File: config.mk
export PLATFORM = sky130hd
export DESIGN_NAME = fetch_unit
export DESIGN_NICKNAME = d
export VERILOG_FILES = /design/src/rtl/fetch_unit.sv
export SDC_FILE = /design/constraint.sdc
export NUM_CORES = 1
export LEC_CHECK = 0
export BUFFER_PORTS_ARGS = -buffer_cell sky130_fd_sc_hd__buf_2
export CORE_UTILIZATION = 49
export CTS_BUF_LIST = sky130_fd_sc_hd__clkbuf_16
export DETAILED_ROUTE_END_ITERATION = 7
export GPL_ROUTABILITY_DRIVEN = 0
export PLACE_DENSITY = 0.8
export SYNTH_ARGS = -nofsm -noshare
export SYNTH_HDL_FRONTEND = slang
export SYNTH_SLANG_ARGS = --single-unit
export TNS_END_PERCENT = 1
File: constraint.sdc
create_clock -name clk -period 3.8 [get_ports clk]
set_input_delay 0.38 -clock clk [delete_from_list [all_inputs] [get_ports clk]]
set_output_delay 0.38 -clock clk [all_outputs]
set_load 0.03 [all_outputs]
File: src/rtl/fetch_unit.sv
// Instruction-fetch stage: owns the PC, issues in-order ready/valid fetches and queues {addr, inst} for decode.
// Optional build macro FETCH_ALIGN_CHECK_EN: a misaligned redirect sets sticky fetch_error and halts fetching.
module fetch_unit #(
    parameter logic [31:0] RESET_PC    = 32'h0000_0000,
    parameter int          QUEUE_DEPTH = 4
) (
    input  logic        clk,
    input  logic        rst,
    input  logic        stall,
    input  logic        branch_flag,
    input  logic [31:0] branch_addr,
    output logic        rom_en,
    output logic [31:0] rom_addr,
    input  logic        rom_ready,
    input  logic        rom_rvalid,
    input  logic [31:0] rom_rdata,
    output logic        id_valid,
    output logic [31:0] id_addr,
    output logic [31:0] id_inst,
    output logic        fetch_error
);

    localparam int AW = (QUEUE_DEPTH > 1) ? $clog2(QUEUE_DEPTH) : 1;
    localparam int CW = AW + 1;

    localparam logic [CW:0]   DEPTH_W  = (CW + 1)'(QUEUE_DEPTH);
    localparam logic [CW-1:0] CNT_ZERO = {CW{1'b0}};
    localparam logic [CW-1:0] CNT_ONE  = {{(CW - 1){1'b0}}, 1'b1};
    localparam logic [AW-1:0] PTR_ZERO = {AW{1'b0}};
    localparam logic [AW-1:0] PTR_ONE  = {{(AW - 1){1'b0}}, 1'b1};

    logic [31:0]   pc_r;
    logic [31:0]   resp_addr_r;
    logic [AW-1:0] head_r;
    logic [AW-1:0] tail_r;
    logic [CW-1:0] count_r;
    logic [CW-1:0] out_r;
    logic [CW-1:0] disc_r;
    logic [31:0]   addr_mem_r [QUEUE_DEPTH];
    logic [31:0]   inst_mem_r [QUEUE_DEPTH];

    logic          take_s;
    logic          redirect_s;
    logic [CW:0]   occupancy_s;
    logic          rom_en_s;
    logic          accept_s;
    logic          discard_s;
    logic          push_s;
    logic          halt_s;
    logic [31:0]   target_s;
    logic [CW-1:0] disc_reload_s;

    assign id_valid = (count_r != CNT_ZERO);
    assign rom_addr = pc_r;
    assign rom_en   = rom_en_s;
    assign target_s = branch_addr & 32'hFFFF_FFFC;

`ifdef FETCH_ALIGN_CHECK_EN
    logic halted_r;
    logic fetch_error_r;
    logic misalign_s;

    assign halt_s      = halted_r;
    assign fetch_error = fetch_error_r;
    assign misalign_s  = (branch_addr[1:0] != 2'b00);

    // Sticky misalignment error and fetch halt, cleared only by reset.
    always_ff @(posedge clk or posedge rst) begin
        if (rst) begin
            halted_r      <= 1'b0;
            fetch_error_r <= 1'b0;
        end else if (redirect_s && misalign_s) begin
            halted_r      <= 1'b1;
            fetch_error_r <= 1'b1;
        end else begin
            halted_r      <= halted_r;
            fetch_error_r <= fetch_error_r;
        end
    end
`else
    assign halt_s      = 1'b0;
    assign fetch_error = 1'b0;
`endif

    // Consume/redirect decode and the issue rule bounding in-flight plus queued fetches.
    always_comb begin
        take_s      = id_valid & ~stall;
        redirect_s  = branch_flag & take_s;
        occupancy_s = {1'b0, out_r} + {1'b0, count_r} - {{CW{1'b0}}, take_s};
        if (rst) begin
            rom_en_s = 1'b0;
        end else begin
            rom_en_s = ~redirect_s & ~halt_s & (occupancy_s < DEPTH_W);
        end
        accept_s  = rom_en_s & rom_ready;
        discard_s = rom_rvalid & ((disc_r != CNT_ZERO) | redirect_s);
        push_s    = rom_rvalid & ~discard_s;
        if (rom_rvalid) begin
            disc_reload_s = out_r - CNT_ONE;
        end else begin
            disc_reload_s = out_r;
        end
    end

    // Program counter: redirect wins; otherwise advance on every accepted request.
    always_ff @(posedge clk or posedge rst) begin
        if (rst) begin
            pc_r <= RESET_PC;
        end else if (redirect_s) begin
            pc_r <= target_s;
        end else if (accept_s) begin
            pc_r <= pc_r + 32'd4;
        end else begin
            pc_r <= pc_r;
        end
    end

    // Address tagged onto the next kept response; follows the request stream in order.
    always_ff @(posedge clk or posedge rst) begin
        if (rst) begin
            resp_addr_r <= RESET_PC;
        end else if (redirect_s) begin
            resp_addr_r <= target_s;
        end else if (push_s) begin
            resp_addr_r <= resp_addr_r + 32'd4;
        end else begin
            resp_addr_r <= resp_addr_r;
        end
    end

    // In-flight counter: +1 per accepted request, -1 per response.
    always_ff @(posedge clk or posedge rst) begin
        if (rst) begin
            out_r <= CNT_ZERO;
        end else begin
            case ({accept_s, rom_rvalid})
                2'b10:   out_r <= out_r + CNT_ONE;
                2'b01:   out_r <= out_r - CNT_ONE;
                default: out_r <= out_r;
            endcase
        end
    end

    // Discard counter: every response still outstanding after a redirect is dropped.
    always_ff @(posedge clk or posedge rst) begin
        if (rst) begin
            disc_r <= CNT_ZERO;
        end else if (redirect_s) begin
            disc_r <= disc_reload_s;
        end else if (discard_s) begin
            disc_r <= disc_r - CNT_ONE;
        end else begin
            disc_r <= disc_r;
        end
    end

    // Queue pointers and occupancy; a redirect flushes everything younger than the head.
    always_ff @(posedge clk or posedge rst) begin
        if (rst) begin
            head_r  <= PTR_ZERO;
            tail_r  <= PTR_ZERO;
            count_r <= CNT_ZERO;
        end else if (redirect_s) begin
            head_r  <= PTR_ZERO;
            tail_r  <= PTR_ZERO;
            count_r <= CNT_ZERO;
        end else begin
            head_r <= take_s ? head_r + PTR_ONE : head_r;
            tail_r <= push_s ? tail_r + PTR_ONE : tail_r;
            case ({push_s, take_s})
                2'b10:   count_r <= count_r + CNT_ONE;
                2'b01:   count_r <= count_r - CNT_ONE;
                default: count_r <= count_r;
            endcase
        end
    end

    // Queue storage; contents are qualified by count_r, so no reset is needed.
    always_ff @(posedge clk) begin
        if (push_s) begin
            addr_mem_r[tail_r] <= resp_addr_r;
            inst_mem_r[tail_r] <= rom_rdata;
        end
    end

    // Head presented to decode; an empty queue shows address 0 and a NOP.
    always_comb begin
        if (id_valid) begin
            id_addr = addr_mem_r[head_r];
            id_inst = inst_mem_r[head_r];
        end else begin
            id_addr = 32'h0000_0000;
            id_inst = 32'h0000_0000;
        end
    end

endmodule

==> impl_metrics.xml <==
<?xml version="1.0" encoding="UTF-8"?>
<metrics>
  <group name="sta">
    <metric name="layout_min_cycle_time" unit="ns">3.55</metric>
    <metric name="fmax" unit="MHz">281</metric>
    <metric name="maxSlewViolCount" unit="">0</metric>
    <metric name="worst_clock_skew" unit="ns">0.0169</metric>
    <metric name="rsz_0062_raised_after_global_routing" unit="">no</metric>
    <metric name="fin_ws" unit="ns">0.245</metric>
    <metric name="measured_slew_at_the_worst_slew_check_pin" unit="ns">0.897</metric>
    <metric name="setup_viol" unit="">0</metric>
    <metric name="fin_tns_setup" unit="ns">0</metric>
    <metric name="slew-limit-headroom" unit="%">40.1</metric>
    <metric name="hold_viol" unit="">0</metric>
    <metric name="period_share" unit="%">93.5</metric>
  </group>
  <group name="detailed_routing">
    <metric name="antenna_violating_nets_post_route" unit="">0</metric>
    <metric name="via_count" unit="">8264</metric>
    <metric name="wire_per_inst" unit="um">19.5</metric>
    <metric name="wl" unit="mm">28.6</metric>
    <metric name="detail_route.drc_violations" unit="">0</metric>
    <metric name="drt_iter0_drc" unit="">679</metric>
    <metric name="viasPerCell" unit="">5.64</metric>
    <metric name="drtPass1Iterations" unit="">7</metric>
  </group>
  <group name="clock_tree">
    <metric name="cts-htree-levels" unit="">2</metric>
    <metric name="inserted_clock_buffers" unit="">34</metric>
    <metric name="clock_insertion_delay_at_the_later_pin_of_the_skew_report" unit="ns">0.52</metric>
    <metric name="cts-hold-fix-buffers" unit="">0</metric>
    <metric name="clock_sinks" unit="">321</metric>
    <metric name="cts_tree" unit="">built</metric>
    <metric name="clock_tree.root_cell" unit="">sky130_fd_sc_hd__clkbuf_16</metric>
    <metric name="clk_transition_reported_paths" unit="ns">0.06</metric>
    <metric name="cts.path.max_buffers" unit="">3</metric>
  </group>
  <group name="worst_setup_path">
    <metric name="crit_type" unit="">flop to output pin</metric>
    <metric name="path_common_cell" unit="">sky130_fd_sc_hd__nor2_1</metric>
    <metric name="critPathSlowestCell" unit="">sky130_fd_sc_hd__a41o_1</metric>
    <metric name="slowest_delay" unit="ns">0.48</metric>
    <metric name="cp-start-kind" unit="">flop</metric>
    <metric name="cp.arrival" unit="ns">3.17</metric>
    <metric name="required" unit="ns">3.42</metric>
    <metric name="timing.critical_path.cells" unit="">nor3_1, nor2_1, nand2_1, ha_1, and2_1, a41o_1, o21ai_1, nor2_1, buf_2</metric>
    <metric name="crit_path_max_fanout" unit="">16</metric>
    <metric name="endpoint_kind" unit="">output pin</metric>
  </group>
  <group name="hold_path">
    <metric name="hold_class" unit="">input pin to flop</metric>
  </group>
  <group name="synthesis">
    <metric name="number_of_distinct_library_cells_after_synthesis" unit="">49</metric>
    <metric name="post_synth_edffs" unit="">248</metric>
    <metric name="mappedNetlistArea" unit="um2">13700</metric>
    <metric name="synth_commonest_cells" unit="">sky130_fd_sc_hd__edfxtp_1, sky130_fd_sc_hd__dfrtp_1, sky130_fd_sc_hd__and2_1</metric>
    <metric name="ys_async_sr_fraction" unit="%">22.7</metric>
    <metric name="seq_area_frac_synth" unit="%">67.7</metric>
    <metric name="ys_ff_latch" unit="">321</metric>
    <metric name="yosysTopAreaCell" unit="">sky130_fd_sc_hd__edfxtp_1</metric>
    <metric name="syn-mean-instance-area" unit="um2">15.4</metric>
    <metric name="yosys.cell_count.top_type" unit="">sky130_fd_sc_hd__edfxtp_1</metric>
    <metric name="yosys_warnings" unit="">0</metric>
    <metric name="post-synth-top-area-fraction" unit="%">54.4</metric>
    <metric name="ranking_of_synthesized_cells_by_area" unit="">sky130_fd_sc_hd__edfxtp_1, sky130_fd_sc_hd__dfrtp_1, sky130_fd_sc_hd__mux4_2</metric>
    <metric name="synth-main-ff-cell" unit="">sky130_fd_sc_hd__edfxtp_1</metric>
    <metric name="synthCells" unit="">890</metric>
  </group>
  <group name="global_route">
    <metric name="grt.total_usage" unit="%">20.6</metric>
    <metric name="first_global_vias" unit="">8243</metric>
    <metric name="wire_length_of_the_first_global_routing_pass" unit="mm">45.5</metric>
    <metric name="grt_antenna_before_repair" unit="">0</metric>
    <metric name="globalRouteOverflowTotal" unit="">0</metric>
    <metric name="maximum_number_of_pins_on_one_net_before_global_route_repair" unit="">64</metric>
  </group>
  <group name="die">
    <metric name="floorplan.rows" unit="">60</metric>
    <metric name="placeableCoreArea" unit="um2">27200</metric>
    <metric name="floorplan.die_area" unit="um2">28600</metric>
    <metric name="die_boundary_width" unit="um">169</metric>
    <metric name="start_util" unit="%">50.4</metric>
    <metric name="floorplan.die.height" unit="um">169</metric>
    <metric name="design.portCount" unit="">169</metric>
  </group>
  <group name="status">
    <metric name="run_status" unit="">finished, final reports clean</metric>
  </group>
  <group name="layout">
    <metric name="nFillCells" unit="">2084</metric>
    <metric name="drive_above_1_share" unit="%">28.9</metric>
    <metric name="area_growth_syn_to_layout" unit="%">17.9</metric>
    <metric name="diode_count" unit="">0</metric>
    <metric name="multiInputGateArea" unit="um2">4160</metric>
    <metric name="seq_area" unit="um2">9280</metric>
    <metric name="num-nets-final" unit="">1154</metric>
  </group>
  <group name="power_and_ir_drop">
    <metric name="max-vdd-ir-drop" unit="mV">0.539</metric>
    <metric name="power.density" unit="nW/um2">832</metric>
    <metric name="leakage" unit="nW">5.79</metric>
  </group>
  <group name="place">
    <metric name="hpwlAfterDp" unit="mm">18.7</metric>
    <metric name="port_buffers" unit="">161</metric>
    <metric name="pre_cts_slack" unit="ns">0.538</metric>
  </group>
  <group name="flow_run">
    <metric name="drv_cap" unit="">0</metric>
  </group>
</metrics>
[report_power, final]
part,switching [mW],internal [mW],total [mW]
Combinational,3.06,1.92,4.98
Clock,1.35,1.79,3.15
Sequential,0.789,4.53,5.31
[state kept, by name, summed over array words and instances, names as in the netlist]
name         count
inst_mem_r     128
addr_mem_r     120
resp_addr_r     30
rom_addr        30
count_r          3
disc_r           3
out_r            3
head_r           2
tail_r           2
[through the flow]
stage	area (um2)	power (mW)	cells	utilization, %	hold WS, ns
after CTS	16100	13.5	1464	59.4	0.0593
after global placement	15100	10.2	1402	55.5	0.530
after floorplan	13700	8.79	894	-	0.479
after detailed placement	15100	10.3	1402	55.5	0.536
after global routing	16200	14.1	1466	59.4	0.0693
final	16200	13.4	1466	59.4	0.0730
[layout make-up]
cell class	count	share of cell area (%)
Inverter	25	0.581
Timing Repair Buffer	185	6.72
Clock inverter	28	1.34
Tap cell	372	2.88
Sequential cell	321	57.4
Clock buffer	34	5.27
Multi-Input combinational cell	501	25.8
[worst paths after layout]
check	slack (ns)	startpoint	end	cells after the start
worst max-delay path	0.25	count_r[0]	rom_en	9
worst min-delay path	0.07	rom_rdata[6]	inst_mem_r[1][6]	1
worst max register to register	0.52	count_r[0]	rom_addr[30]	11
worst min register to register	0.56	rom_addr[2]	rom_addr[2]	1
max in group asynchronous	2.72	rst	resp_addr_r[22]	3
min in group asynchronous	0.09	rst	rom_addr[8]	2
[layout by cell type, fill, tap and decap left out, types with 4 or more instances in the layout]
master	count
sky130_fd_sc_hd__a21oi_1	43
sky130_fd_sc_hd__a31oi_1	16
sky130_fd_sc_hd__and2_1	66
sky130_fd_sc_hd__and3_1	9
sky130_fd_sc_hd__and3_2	4
sky130_fd_sc_hd__buf_12	8
sky130_fd_sc_hd__buf_2	161
sky130_fd_sc_hd__buf_4	16
sky130_fd_sc_hd__clkbuf_16	34
sky130_fd_sc_hd__clkinv_1	8
sky130_fd_sc_hd__clkinvlp_4	4
sky130_fd_sc_hd__conb_1	5
sky130_fd_sc_hd__dfrtp_1	71
sky130_fd_sc_hd__edfxtp_1	248
sky130_fd_sc_hd__ha_1	15
sky130_fd_sc_hd__inv_1	27
sky130_fd_sc_hd__mux4_2	62
sky130_fd_sc_hd__nand2_1	40
sky130_fd_sc_hd__nand3_1	21
sky130_fd_sc_hd__nand4_1	7
sky130_fd_sc_hd__nor2_1	50
sky130_fd_sc_hd__nor3_1	17
sky130_fd_sc_hd__nor4_1	9
sky130_fd_sc_hd__o2111ai_1	5
sky130_fd_sc_hd__o211ai_1	7
sky130_fd_sc_hd__o21ai_0	18
sky130_fd_sc_hd__o31ai_1	7
sky130_fd_sc_hd__or3_1	6
sky130_fd_sc_hd__or4_1	11
sky130_fd_sc_hd__xnor2_1	34
sky130_fd_sc_hd__xor2_1	16
[cells by family (layout without fill, tap and decap cells)]
family | count (synthesis) | in the layout | synth area share (%)
flip-flops | 321 | 321 | 67.7
AND/OR/NAND/NOR | 254 | 254 | 9.83
AO/OA/AOI/OAI | 110 | 110 | 5.14
buffers and inverters | 72 | 272 | 2.11
multiplexers | 66 | 66 | 10.5
XOR/XNOR | 50 | 50 | 3.20
adder cells (fa/ha/maj) | 16 | 16 | 1.52
other | 1 | 5 | 0.0274
[worst max-delay path: cells and delay by family (launching register included)]
kind	cells	cell delay (ns)
and+or+nand+nor	5	0.92
adders and majority gates	1	0.22
DFF	1	0.44
buffers and inverters	1	0.18
AOI/OAI and AO/OA	2	0.90
[metal layers]
layer | part of all wire (%) | vias up | global-route usage (%)
met1 | 44 | 4098 | 29.4
met4 | 1.5 | 0 | 4.70
met3 | 7.2 | 39 | 3.43
met2 | 47 | 363 | 33.4
met5 | 0 | - | 0
li1 | - | 3764 | -
[timing repair]
action	4_1_cts	5_1_grt
resized for setup	0	0
buffers inserted	0	2
setup endpoints to repair	0	1
(Power assumes the default switching activity.)
